<file path="config.mk">
export PLATFORM = sky130hd
export DESIGN_NAME = fetch_queue
export DESIGN_NICKNAME = d
export VERILOG_FILES = /design/src/rtl/cpu_pkg.sv /design/src/rtl/sync_fifo.sv /design/src/rtl/fetch_queue.sv
export SDC_FILE = /design/constraint.sdc
export NUM_CORES = 1
export LEC_CHECK = 0
export ABC_AREA = 1
export CORE_MARGIN = 2
export CORE_UTILIZATION = 30
export CTS_CLUSTER_DIAMETER = 120
export DETAILED_ROUTE_END_ITERATION = 7
export PLACE_DENSITY = 0.57
export SLEW_MARGIN = 20
export SYNTH_ARGS = -nofsm -noshare
export SYNTH_HDL_FRONTEND = slang
export SYNTH_SLANG_ARGS = --single-unit
</file>
<file path="constraint.sdc">
create_clock -name clk -period 6.4 [get_ports clk]
set_input_delay 0.64 -clock clk [delete_from_list [all_inputs] [get_ports clk]]
set_output_delay 0.64 -clock clk [all_outputs]
set_load 0.01 [all_outputs]
</file>
<file path="src/rtl/cpu_pkg.sv">
// cpu_pkg: shared core widths, PC step and the fetch entry handed to decode
package cpu_pkg;
  localparam int DEFAULT_XLEN = 32;
  localparam int INSTR_W = 32;
  localparam int PC_STEP = 4;
  typedef struct packed {
    logic [DEFAULT_XLEN-1:0] pc;
    logic [INSTR_W-1:0]      instr;
  } fetch_entry_t;
endpackage

</file>
<file path="src/rtl/sync_fifo.sv">
// sync_fifo: power-of-two synchronous FIFO with flush and occupancy count
module sync_fifo #(
  parameter int WIDTH = 64,
  parameter int DEPTH = 4
) (
  input  logic                       clk,
  input  logic                       reset,
  input  logic                       clr_i,
  input  logic                       push_i,
  input  logic                       pop_i,
  input  logic [WIDTH-1:0]           data_i,
  output logic [WIDTH-1:0]           data_o,
  output logic                       full_o,
  output logic                       empty_o,
  output logic [$clog2(DEPTH+1)-1:0] count_o
);
  localparam int AW = $clog2(DEPTH);
  localparam int CW = $clog2(DEPTH+1);
  logic [WIDTH-1:0] mem_q [DEPTH];
  logic [AW-1:0] rd_q, wr_q;
  logic [CW-1:0] cnt_q;
  logic do_push, do_pop;
  assign full_o = cnt_q == CW'(DEPTH);
  assign empty_o = cnt_q == '0;
  assign do_push = push_i && !full_o;
  assign do_pop = pop_i && !empty_o;
  assign data_o = mem_q[rd_q];
  assign count_o = cnt_q;
  // storage needs no reset; only pointers and count define contents
  always_ff @(posedge clk)
    if (do_push) mem_q[wr_q] <= data_i;
  // pointer and count bookkeeping; flush empties the queue in one cycle
  always_ff @(posedge clk)
    if (reset || clr_i) begin
      rd_q <= '0;
      wr_q <= '0;
      cnt_q <= '0;
    end else begin
      if (do_push) wr_q <= wr_q + AW'(1);
      if (do_pop) rd_q <= rd_q + AW'(1);
      cnt_q <= cnt_q + CW'(do_push) - CW'(do_pop);
    end
endmodule

</file>
<file path="src/rtl/fetch_queue.sv">
// fetch_queue: PC owner, pipelined imem requester and prefetch queue feeding decode
module fetch_queue import cpu_pkg::*; #(
  parameter int             XLEN     = DEFAULT_XLEN,
  parameter int             DEPTH    = 4,
  parameter logic [XLEN-1:0] RESET_PC = '0,
  parameter int             MAX_OUT  = 2
) (
  input  logic                       clk,
  input  logic                       reset,
  output logic                       imem_req_o,
  output logic [XLEN-1:0]            imem_addr_o,
  input  logic                       imem_gnt_i,
  input  logic                       imem_rvalid_i,
  input  logic [INSTR_W-1:0]         imem_rdata_i,
  input  logic                       redirect_i,
  input  logic [XLEN-1:0]            redirect_pc_i,
  output logic                       valid_o,
  input  logic                       ready_i,
  output logic [INSTR_W-1:0]         instr_o,
  output logic [XLEN-1:0]            pc_o,
  output logic [$clog2(DEPTH+1)-1:0] occupancy_o
);
  localparam int CW = $clog2(DEPTH+1);
  localparam int OW = $clog2(MAX_OUT+1);
  logic [XLEN-1:0] fetch_pc_q, fetch_pc_d, resp_pc_q, resp_pc_d, redir_pc;
  logic [OW-1:0] out_q, out_d;
  logic [CW-1:0] disc_q, disc_d, occ;
  logic [XLEN+INSTR_W-1:0] head;
  logic issue, push, pop, full, empty, unused;
  assign unused = ^redirect_pc_i[1:0];
  assign redir_pc = {redirect_pc_i[XLEN-1:2], 2'b00};
  assign imem_req_o = !reset && !redirect_i && int'(out_q) < MAX_OUT && int'(occ) + int'(out_q) < DEPTH;
  assign imem_addr_o = fetch_pc_q;
  assign issue = imem_req_o && imem_gnt_i;
  assign push = imem_rvalid_i && disc_q == '0 && !redirect_i;
  assign valid_o = !empty && !redirect_i;
  assign pop = valid_o && ready_i;
  assign {pc_o, instr_o} = head;
  assign occupancy_o = occ;
  sync_fifo #(.WIDTH(XLEN+INSTR_W), .DEPTH(DEPTH)) u_fifo (
    .clk(clk), .reset(reset), .clr_i(redirect_i), .push_i(push), .pop_i(pop),
    .data_i({resp_pc_q, imem_rdata_i}), .data_o(head), .full_o(full), .empty_o(empty), .count_o(occ)
  );
  // next PCs, in-flight count and stale-response discard count
  always_comb begin
    fetch_pc_d = redirect_i ? redir_pc : issue ? fetch_pc_q + XLEN'(PC_STEP) : fetch_pc_q;
    resp_pc_d = redirect_i ? redir_pc : push ? resp_pc_q + XLEN'(PC_STEP) : resp_pc_q;
    out_d = out_q + OW'(issue) - OW'(imem_rvalid_i);
    disc_d = redirect_i ? CW'(out_q) - CW'(imem_rvalid_i) :
             (imem_rvalid_i && disc_q != '0) ? disc_q - CW'(1) : disc_q;
  end
  // state registers
  always_ff @(posedge clk)
    if (reset) begin
      fetch_pc_q <= RESET_PC;
      resp_pc_q <= RESET_PC;
      out_q <= '0;
      disc_q <= '0;
    end else begin
      fetch_pc_q <= fetch_pc_d;
      resp_pc_q <= resp_pc_d;
      out_q <= out_d;
      disc_q <= disc_d;
    end
  // credit scheme must never overfill the queue or mis-count requests
  always @(posedge clk)
    if (!reset) begin
      assert (!(push && full));
      assert (!(imem_rvalid_i && out_q == '0));
      assert (!(issue && int'(out_q) >= MAX_OUT));
    end
endmodule

</file>
# [After elaboration in Yosys (flattened, before gate mapping)]
# Memories as Yosys holds them, arrays and structs flattened. A register that Yosys moved wholly into a read port is not among the register bits.
# Index checks and enable logic that the tools add are counted.
[totals] register_bits=76 latchBits=0 ram_bits=256 mem_bits_ro=0 input_bits=70 out_inout_bits=101 mem_count=1
[op_classes] add_sub_neg=11 n_mul=0 n_div=0 n_lt_le_gt_ge=2 n_eq_ne=1 shift=0 n_mux=10 n_bitwise=0 reduce_logical=23
[memory_table] name="u_fifo.mem_q" words=4 width=64 rd=1 rd_clocked_by_memory_dff=1 wr=1 line_no="sync_fifo.sv:19" text="logic [WIDTH-1:0] mem_q [DEPTH];"
[ops] op="$mux W32" count=4
[ops] op="$add A32 B3 Y32 const B" count=2
[ops] op="$logic_and A1 B1 Y1" count=11
[ops] op="$logic_not A3 Y1" count=2
[ops] op="$mux W3" count=2
[ops] op="$reduce_bool A2 Y1" count=3
[ops] op="$add A2 B1 Y2 const B" count=2
[ops] op="$add A3 B2 Y4" count=1
[ops] op="$logic_not A1 Y1" count=4
[ops] op="$lt A4 B3 Y1 const B" count=1
[ops] op="$mux W2" count=2
[ops] op="$add A3 B1 Y3" count=1
[ops] op="$eq A3 B3 Y1 const B" count=1
[ops] op="$reduce_bool A3 Y1" count=1
[ops] op="$sub A2 B1 Y3" count=1
[ops] op="$sub A3 B1 Y3" count=1
[ops] op="$sub A3 B1 Y3 const B" count=1
[ops] op="$add A2 B1 Y2" count=1
[ops] op="$lt A2 B2 Y1 const B" count=1
[ops] op="$mux W1" count=2
[ops] op="$reduce_or A2 Y1" count=1
[ops] op="$sub A2 B1 Y2" count=1
[ops] op="$logic_or A1 B1 Y1" count=1

# [Depth between registers and ports, before layout]
[depth] depth_word=7 mapped_depth=12

# [Hierarchy]
# Synthesis repeated with hierarchy kept, for this count alone.
[unflattened] hier_cells=1422 hier_area_um2=14447.6
[modules_own_cells] module="sync_fifo" n_inst=1 cells_per_inst=689 area_each_um2=9984.6 seq_area_each_um2=7867.5
[modules_own_cells] module="fetch_queue" n_inst=1 cells_per_inst=733 area_each_um2=4463.0 seq_area_each_um2=1301.2

# [Worst setup path after synthesis]
# Ideal clock, no wire load.
[synth_path] path_kind="input -> register" startpoint="input redirect_i" endpoint="memory u_fifo.mem_q[0][0] (enable)" setup_ps=482 arrival_time_ps=3781 required_time_ps=5918 path_slack_ps=2137 cell_stages=4 path_buffers=1 cell_sequence="buf_6 -> nor2_1 -> o31ai_1 -> nor2_1"
[synth_via] elab_chain_cells=5
[synth_lines] element="from (decl)" line_no="fetch_queue.sv:15" text="input logic redirect_i,"
[synth_lines] element="$logic_not A1 Y1" line_no="fetch_queue.sv:35" text="assign push = imem_rvalid_i && disc_q == '0 && !redirect_i;"
[synth_lines] element="$logic_and A1 B1 Y1" line_no="fetch_queue.sv:35"
[synth_lines] element="$logic_and A1 B1 Y1" line_no="sync_fifo.sv:25" text="assign do_push = push_i && !full_o;"
[synth_lines] element="$mux W1" line_no="sync_fifo.sv:31" text="if (do_push) mem_q[wr_q] <= data_i;"
[synth_lines] element="$mux W1 (implied by the code)" line_no="sync_fifo.sv:31"
[synth_lines] element="to (decl)" line_no="sync_fifo.sv:19"
# Every way passes these cells.

==> impl_metrics.csv <==
group,metric,value,unit
floorplanning,std_cell_rows,79,
critical_path,setup.worst_path.start_class,"register",
timing,period_share,62.15,%
timing,rsz0062_at_grt,"false",
power,clkPwrFrac,43.0,%
floorplanning,dieArea,0.04839,mm2
route,drc,0,
clock_network,cts_tree,"built",
placement,place.gp.congestion,0.8273,
clock_network,cts_hold_buf,0,
placement,dp_hpwl,22990,um
timing,fin_crit,3.977,ns
route,via_per_inst,4.802,
global_routing,grt_pass1_vias,10114,
critical_path,slowest_stage,"inv_1",
layout,area_growth,24.61,%
min_path,hold_path_class,"register to register",
clock_network,root_buffer,"clkbuf_16",
min_path,worstHoldStart,"out_q[1]",
synth,ys_types,38,
synth,syn-mean-instance-area,9.932,um2
global_routing,grt_pass1_wl,56810,um
layout,num-fill-cells,4585,
timing,finalHoldViolCount,0,
power,p_sw_share,22.61,%
critical_path,worst-setup-path-type,"register to output pin",
power,ir_worst_vdd,0.0001792,V
critical_path,cp.required,5.76,ns
power,pwr-share-seq,49.5,%
floorplanning,core,0.04626,mm2
power,power.switching,0.001084,W
power,p_int,0.003709,W
critical_path,r2r_slack,3.46,ns
flow_run,max_cap_violations,0,
clock_network,insertion_delay,0.54,ns
floorplanning,die_h,220.0,um
power,powerDensity,274.9,mW/mm2
power,p_total,0.004793,W
critical_path,path_buf_inv,3,
global_routing,grt_usage,15.28,%
critical_path,worstReg2RegStart,"disc_q[0]",
layout,final_nets,1646,
critical_path,cp_max_fo,35,
global_routing,grt_overflow,0,
synth,synth_edf_count,248,
floorplanning,initial_utilization,30.25,%
layout,mostFrequentLayoutCells,"nand2_1 (249), edfxtp_1 (248), nor2_1 (246)",
route,drt_iter0_markers,703,
outcome,status,"finished, final reports clean",
placement,port_buffers,164,
synth,synth_area,0.01399,mm2
critical_path,crit_arrival,3.34,ns
power,p_comb_share,7.5,%
layout,final_common_cell,"nand2_1",
timing,max_slew_margin,26.17,%
layout,drive_above_1_share,5.419,%
route,wirelength,37110,um
layout,diodes,0,
synth,ys_seq_elements,322,
timing,drv_slew,0,
route,drt_first_pass_iters,7,
global_routing,grt_max_degree,105,
global_routing,antenna_found_initial,0,
clock_network,clock-sinks,322,
synth,yosysWarningCount,0,
clock_network,cts_buffer_depth,3,
timing,clock_skew,0.02247,ns
route,route.antenna.remaining_nets,0,
critical_path,worstPathCellList,"inv_1, buf_4, o21ai_0, o22ai_1, clkdlybuf4s50_1",
synth,synthCells,1409,
synth,yosysSeqAreaShare,63.80,%
clock_network,cts_setup_buffers,0,
clock_network,cts_resized,0,
clock_network,htreeDepth,2,
clock_network,numCtsBuffers,35,
floorplanning,die_w,220.0,um
timing,setup_viol_count_final,0,
critical_path,crit_family,"buffers and inverters",
route,vias,10535,
floorplanning,io_pins,171,
critical_path,setup.worst_path.end_class,"output pin",
layout,stdcell_area,0.01744,mm2
synth,synth-main-ff-cell,"edfxtp_1",
power,p_leak,6.187,nW
route,post_drt_wl_per_cell,16.91,um
placement,place_area,0.01624,mm2
timing,tightest_slew,1.104,ns
clock_network,path_clk_slew,0.06,ns
timing,fmax,251.4,MHz
critical_path,critPathMaxStageDelay,0.72,ns
timing,fin_setup_tns,0,ns
synth,ys_async_sr_fraction,0,%
## kinds of logic after synthesis
kind of cell             count (synthesis)  share of synthesized area (%)
buffers and inverters                  162                          4.649
AO/OA/AOI/OAI                          287                          11.06
AND/OR/NAND/NOR                        593                          17.23
adder cells (fa/ha/maj)                 16                          1.484
other                                    1                        0.02680
XOR/XNOR                                28                          1.752
flip-flops                             322                          63.80
## per-layer routing
| layer | routed length [um] | GRT usage [%] |
|---|---|---|
| met5 | 0 | 0 |
| met4 | 887 | 4.519 |
| met3 | 2623 | 3.326 |
| met2 | 16730 | 24.34 |
| met1 | 16870 | 20.82 |
## cells in the mapped netlist, types with 8 or more instances
master    count  share of area [%]
a31oi_1      10               0.45
o21ai_0     153                5.5
dfxtp_1      74                 11
nand3_1      68                2.4
xor2_1       19                1.2
inv_1        95                2.5
edfxtp_1    248                 53
nor3_1        8               0.29
nand2_1     249                6.7
xnor2_1       9               0.56
clkbuf_1     48                1.3
a21oi_1      53                1.9
ha_1         15                1.3
o22ai_1      63                2.8
nor2_1      250                6.7
## path summary, 6_finish.rpt
kind,cells past startpoint,to
max,5,pc_o[23]
min,1,out_q[1]
max reg2reg,7,u_fifo.mem_q[3][7]
min reg2reg,1,out_q[1]
## power groups by stage
stage               logic, W  clock network [W]  registers (W)
global placement    0.000355                  0        0.00241
global route        0.000396            0.00220        0.00238
finish              0.000359            0.00206        0.00237
detailed placement  0.000361                  0        0.00242
floorplan           0.000176                  0        0.00240
CTS                 0.000362            0.00213        0.00237
## area by class of cell
class                   instances  area [um2]  share of cell area [%]
well taps                     607       759.5                   4.355
multi-input cells             928        4462                   25.58
inverters                      96       361.6                   2.073
clock inverters                24       260.3                   1.492
repair buffers                177        1747                   10.02
flip-flops and latches        322        8934                   51.23
clock buffers                  40       915.9                   5.252
## flip-flops by register name, indices dropped and copies added (netlist names), named ones only
register        flops
imem_addr_o        30
u_fifo.count_o      3
resp_pc_q          30
u_fifo.mem_q      248
out_q               2
u_fifo.wr_q         2
disc_q              3
u_fifo.rd_q         2
## worst register-to-register path, delay by kind of cell (launching register included)
kind	cells	cell delay, ns
flip-flops	1	0.31
AO/OA/AOI/OAI	1	0.27
buffers and inverters	2	0.83
AND/OR/NAND/NOR	3	0.91
adder cells (fa/ha/maj)	1	0.19
## stage by stage
step / utilization (%) / worst slack, ns / hold slack, ns / instances
6_report: 37.70 / 2.423 / 0.4910 / 2194
5_1_grt: 37.70 / 2.141 / 0.5121 / 2194
4_1_cts: 37.66 / 2.248 / 0.4924 / 2193
3_5_place_dp: 35.11 / 2.726 / 0.4766 / 2129
3_3_place_gp: 35.11 / 2.795 / 0.4605 / 2129
2_1_floorplan: - / 2.137 / 0.4468 / 1412
Power figures use the tool's default switching activity.
